===== src/rtl/iter_mac_unit.sv =====
// iter_mac_unit: iterative shift-add multiply-accumulate unit, one multiplier bit per cycle.
//
// Each operation takes DATA_W cycles in BUSY. The product is added to the running accumulator,
// or replaces it, and the result saturates to ACC_W bits. A valid/ready handshake is used on
// both the operand side and the result side.
//
// Ports:
//   clk_i        clock, rising edge
//   reset_i      synchronous active-high reset; aborts any operation in flight
//   in_valid_i   operand pair valid
//   in_ready_o   unit can accept operands (IDLE only)
//   a_i, b_i     multiplicand / multiplier
//   acc_en_i     1: accumulate product, 0: accumulator := product
//   clear_i      zero accumulator and overflow flag (IDLE only, takes effect before an accept)
//   out_valid_o  result_o valid
//   out_ready_i  downstream accepts result
//   result_o     accumulator value after the last operation (held after hand-off)
//   overflow_o   sticky saturation flag since last clear/reset
module iter_mac_unit #(
  parameter int unsigned DATA_W = 8,
  parameter int unsigned ACC_W  = 2 * DATA_W + 4,
  parameter bit          SIGNED = 1'b1
) (
  input  logic              clk_i,
  input  logic              reset_i,
  input  logic              in_valid_i,
  output logic              in_ready_o,
  input  logic [DATA_W-1:0] a_i,
  input  logic [DATA_W-1:0] b_i,
  input  logic              acc_en_i,
  input  logic              clear_i,
  output logic              out_valid_o,
  input  logic              out_ready_i,
  output logic [ACC_W-1:0]  result_o,
  output logic              overflow_o
);

  localparam int unsigned ProdW = 2 * DATA_W;
  localparam int unsigned CntW  = (DATA_W > 1) ? $clog2(DATA_W) : 1;
  localparam logic [CntW-1:0] CntLast = CntW'(DATA_W - 1);

  typedef enum logic [1:0] {StIdle, StBusy, StDone} state_e;

  state_e            state_q;
  logic [ProdW-1:0]  mcand_q;
  logic [DATA_W-1:0] mplier_q;
  logic [ProdW-1:0]  prod_q;
  logic              neg_q;
  logic              acc_en_q;
  logic [CntW-1:0]   cnt_q;
  logic [ACC_W-1:0]  acc_q;
  logic [ACC_W-1:0]  result_q;
  logic              out_valid_q;
  logic              ovf_q;

  // Operand magnitudes; DATA_W-bit unsigned so the most negative value maps to 2^(DATA_W-1).
  logic              a_neg, b_neg;
  logic [DATA_W-1:0] a_mag, b_mag;

  // Final-iteration datapath; one extra bit over ACC_W lets the clamp detect any overflow.
  logic [ProdW-1:0]  prod_nxt;
  logic [ACC_W:0]    prod_ext;
  logic [ACC_W:0]    prod_sgn;
  logic [ACC_W:0]    acc_ext;
  logic [ACC_W:0]    sum;
  logic              sat_hit;
  logic [ACC_W-1:0]  sat_val;
  logic [ACC_W-1:0]  new_acc;

  always_comb begin
    a_neg = SIGNED && a_i[DATA_W-1];
    b_neg = SIGNED && b_i[DATA_W-1];
    a_mag = a_neg ? -a_i : a_i;
    b_mag = b_neg ? -b_i : b_i;
  end

  always_comb begin
    prod_nxt = prod_q + (mplier_q[0] ? mcand_q : '0);
    prod_ext = {{(ACC_W + 1 - ProdW){1'b0}}, prod_nxt};
    prod_sgn = neg_q ? -prod_ext : prod_ext;
    acc_ext  = {(SIGNED ? acc_q[ACC_W-1] : 1'b0), acc_q};
    sum      = (acc_en_q ? acc_ext : '0) + prod_sgn;
    if (SIGNED) begin
      // Top two bits disagree -> the value does not fit in ACC_W signed bits.
      sat_hit = sum[ACC_W] ^ sum[ACC_W-1];
      sat_val = sum[ACC_W] ? {1'b1, {(ACC_W - 1){1'b0}}} : {1'b0, {(ACC_W - 1){1'b1}}};
    end else begin
      sat_hit = sum[ACC_W];
      sat_val = '1;
    end
    new_acc = sat_hit ? sat_val : sum[ACC_W-1:0];
  end

  always_ff @(posedge clk_i) begin
    if (reset_i) begin
      state_q     <= StIdle;
      mcand_q     <= '0;
      mplier_q    <= '0;
      prod_q      <= '0;
      neg_q       <= 1'b0;
      acc_en_q    <= 1'b0;
      cnt_q       <= '0;
      acc_q       <= '0;
      result_q    <= '0;
      out_valid_q <= 1'b0;
      ovf_q       <= 1'b0;
    end else begin
      unique case (state_q)
        StIdle: begin
          // The accepted op reads acc_q only at the end of BUSY, so a same-cycle clear
          // is naturally seen first.
          if (clear_i) begin
            acc_q <= '0;
            ovf_q <= 1'b0;
          end
          if (in_valid_i) begin
            mcand_q  <= {{DATA_W{1'b0}}, a_mag};
            mplier_q <= b_mag;
            prod_q   <= '0;
            neg_q    <= a_neg ^ b_neg;
            acc_en_q <= acc_en_i;
            cnt_q    <= '0;
            state_q  <= StBusy;
          end
        end
        StBusy: begin
          prod_q   <= prod_nxt;
          mcand_q  <= mcand_q << 1;
          mplier_q <= mplier_q >> 1;
          cnt_q    <= cnt_q + CntW'(1);
          if (cnt_q == CntLast) begin
            acc_q       <= new_acc;
            result_q    <= new_acc;
            if (sat_hit) ovf_q <= 1'b1;
            out_valid_q <= 1'b1;
            state_q     <= StDone;
          end
        end
        StDone: begin
          if (out_ready_i) begin
            out_valid_q <= 1'b0;
            state_q     <= StIdle;
          end
        end
        default: state_q <= StIdle;
      endcase
    end
  end

  assign in_ready_o  = (state_q == StIdle);
  assign out_valid_o = out_valid_q;
  assign result_o    = result_q;
  assign overflow_o  = ovf_q;

endmodule

===== config.mk =====
export PLATFORM = sky130hd
export DESIGN_NAME = iter_mac_unit
export DESIGN_NICKNAME = d
export VERILOG_FILES = /design/src/rtl/iter_mac_unit.sv
export SDC_FILE = /design/constraint.sdc
export NUM_CORES = 1
export LEC_CHECK = 0
export CORE_UTILIZATION = 40
export DETAILED_ROUTE_END_ITERATION = 10
export MAX_ROUTING_LAYER = met4
export PLACE_DENSITY = 0.63
export SYNTH_ARGS = -nofsm -noshare
export SYNTH_HDL_FRONTEND = slang
export SYNTH_SLANG_ARGS = --single-unit

===== constraint.sdc =====
create_clock -name clk_i -period 6.4 [get_ports clk_i]
set_input_delay 1.28 -clock clk_i [delete_from_list [all_inputs] [get_ports clk_i]]
set_output_delay 1.28 -clock clk_i [all_outputs]
set_load 0.01 [all_outputs]

==> results.cfg <==
[yosys]
syn_nets = 787
syn-cell-area_mm2 = 0.00587
synthCells = 723
ys_types = 58
synth_edf_count = 0
dominantRegCellSynth = dfxtp_1
synth.avg_cell_area_um2 = 8.12
async_flop_share_pct = 0
synth.yosys.seq_area_share_pct = 30.3
ys_ff_latch = 89
yosys_warnings = 0

[sta]
report.final.slew_viol_count = 0
min_period_ns = 6.06
slew_headroom_pct = 23.9
timing.setup.tns_ns = 0
tightest_slew_ns = 1.14
setup_viol = 0
finalHoldViolations = 0
finClkSkew_ns = 0.00947
min_period_over_period_pct = 94.6
clock.fmax_mhz = 165
rsz0062_at_grt = no

[finish]
final_area_mm2 = 0.00680
mostFrequentLayoutCells = dfxtp_1 (89), nand2_1 (65), a21oi_1 (63), nor2_1 (60), clkdlybuf4s50_1 (43)
syn_to_final_growth_pct = 15.8
final_common_cell = dfxtp_1
drive_above_1_share_pct = 6.22
fillers = 1414
layout.nets = 815
antennaDiodeCount = 0

[floorplan]
num_rows = 43
die_w_um = 123
core_area_mm2 = 0.0141
io_pins = 45
initial_core_util_pct = 41.7
dieArea_mm2 = 0.0152
die_h_um = 123

[cts]
cts_buffer_depth = 2
hold_buffers = 0
cts_tree = built
cts_inserted_buffers = 9
cts_sinks = 89
cts_root_buf = clkbuf_16
ctsHtreeMaxLevel = 3
clkTransAtPathRegs_ns = 0.07
clkLatencyLatePin_ns = 0.35

[placement]
port_buffers = 44
gp_congestion = 0.885
post_dp_cell_area_mm2 = 0.00645
place_hpwl_um = 10800

[status]
status = finished clean

[worst_setup_path]
arrival_ns = 6.27
slowest_stage = or4_4
cp_num_buf_inv = 1
path_max_fanout = 12
cpPeakStageDelay_ns = 0.45
cpLargestDelayFamily = compound AO/OA/AOI/OAI gates
crit_chain = and2_1 > ha_1 > fa_1 > a21o_1 > a221oi_2 > xnor2_1 > a2111o_1 > or4_4 > or3_1 > or2_1 > o21ai_1 > xor2_1 > ha_1 > a21o_1 > a211oi_1 > nand3b_1 > o31a_1 > a31oi_4 > xor3_2 > buf_4 > o2111ai_1 > a21oi_1
cp.required_ns = 6.61
start_kind = flip-flop
critical_path_class = reg -> reg
cp-end-kind = flip-flop

[drt]
dr.pass1.iters = 5
first_iter_violations = 323
routedWlPerCell_um = 15.4
drc = 0
ant_nets = 0
drt-total-wl_um = 14400
vias = 5302
vias_per_cell = 5.66

[power]
p_leak_nw = 2.85
p_per_area_mw_per_mm2 = 199
ir_drop_mv = 0.121

[global_route]
grt_overflow = 0
grt_pass1_vias = 4882
grt_max_degree = 61
antenna_found_initial = 0
grtUsageTotal_pct = 20.6
grt_pass1_wl_um = 23700

[hold_path]
worstHoldPathType = reg -> reg

[flow_run]
max-cap-violations = 0
## metrics by stage
step / total power (W) / utilization [%] / worst slack [ns] / instances / hold slack [ns]
after floorplan: 0.000783 / - / 0.495 / 723 / 0.408
after global placement: 0.000844 / 45.8 / 0.305 / 918 / 0.426
after detailed placement: 0.000851 / 45.8 / 0.138 / 918 / 0.437
after CTS: 0.00136 / 47.8 / 0.122 / 934 / 0.447
after global routing: 0.00142 / 48.2 / 0.0407 / 936 / 0.476
final: 0.00135 / 48.2 / 0.343 / 936 / 0.445
## repair_timing
| action | in CTS | in global routing |
|---|---|---|
| resized for setup | 0 | 7 |
| setup endpoints to repair | 0 | 36 |
| setup buffers | 0 | 1 |
## Yosys cell counts, types with 25 or more instances
cell | count | area share [%]
a21oi_1 | 63 | 5.4
a22oi_1 | 37 | 4.7
and2_1 | 40 | 4.3
clkbuf_1 | 36 | 2.3
dfxtp_1 | 89 | 30
ha_1 | 40 | 8.5
nand2_1 | 66 | 4.2
nand3_1 | 28 | 2.4
nor2_1 | 61 | 3.9
o21ai_0 | 25 | 2.1
xnor2_1 | 39 | 5.8
## sequential cells by signal, indices dropped and copies added, names as in the netlist
register     flops
acc_q           20
result_o        20
neg_q            1
mplier_q         8
prod_q          16
mcand_q         16
overflow_o       1
acc_en_q         1
state_q          2
cnt_q            3
out_valid_o      1
## tightest hold or removal path, cell delays in order (launching register included)
cell	delay [ns]
dfxtp_1	0.31
nand2_1	0.05
o21ai_1	0.05
## report_power, final
group	switching (W)	total, W	internal [W]
registers	0.0000143	0.000581	0.000567
clock network	0.000232	0.000506	0.000274
logic	0.000159	0.000264	0.000105
total	0.000404	0.00135	0.000946
## routing by layer
layer	track usage, %	vias up	wire length (um)
li1	-	2683	-
met1	25.7	2479	6720
met2	32.8	119	6800
met3	4.57	21	637
met4	6.55	0	278
met5	-	-	0
## final cells by class
type | count | area [um2] | share of cell area (%)
Clock buffer | 10 | 239 | 3.51
Clock inverter | 6 | 42.5 | 0.626
Inverter | 19 | 71.3 | 1.05
Multi-Input combinational cell | 578 | 3930 | 57.8
Sequential cell | 89 | 1780 | 26.2
Tap cell | 180 | 225 | 3.31
Timing Repair Buffer | 54 | 510 | 7.51
## logic make-up after synthesis
logic type,share of synthesized area [%]
flops,30.3
mux,0.362
compound gates,25.9
xor+xnor,8.69
fa+ha+maj,10.7
simple gates,20.2
buf+inv,3.79
## worst paths after layout
path                                 start      endpoint  slack (ns)  cells after the start
worst max-delay path            mcand_q[0]  result_o[17]        0.34                     22
worst min-delay path              acc_q[5]      acc_q[5]        0.45                      2
worst max register to register  mcand_q[0]  result_o[17]        0.34                     22
worst min register to register    acc_q[5]      acc_q[5]        0.45                      2
Power figures use the tool's default switching activity.
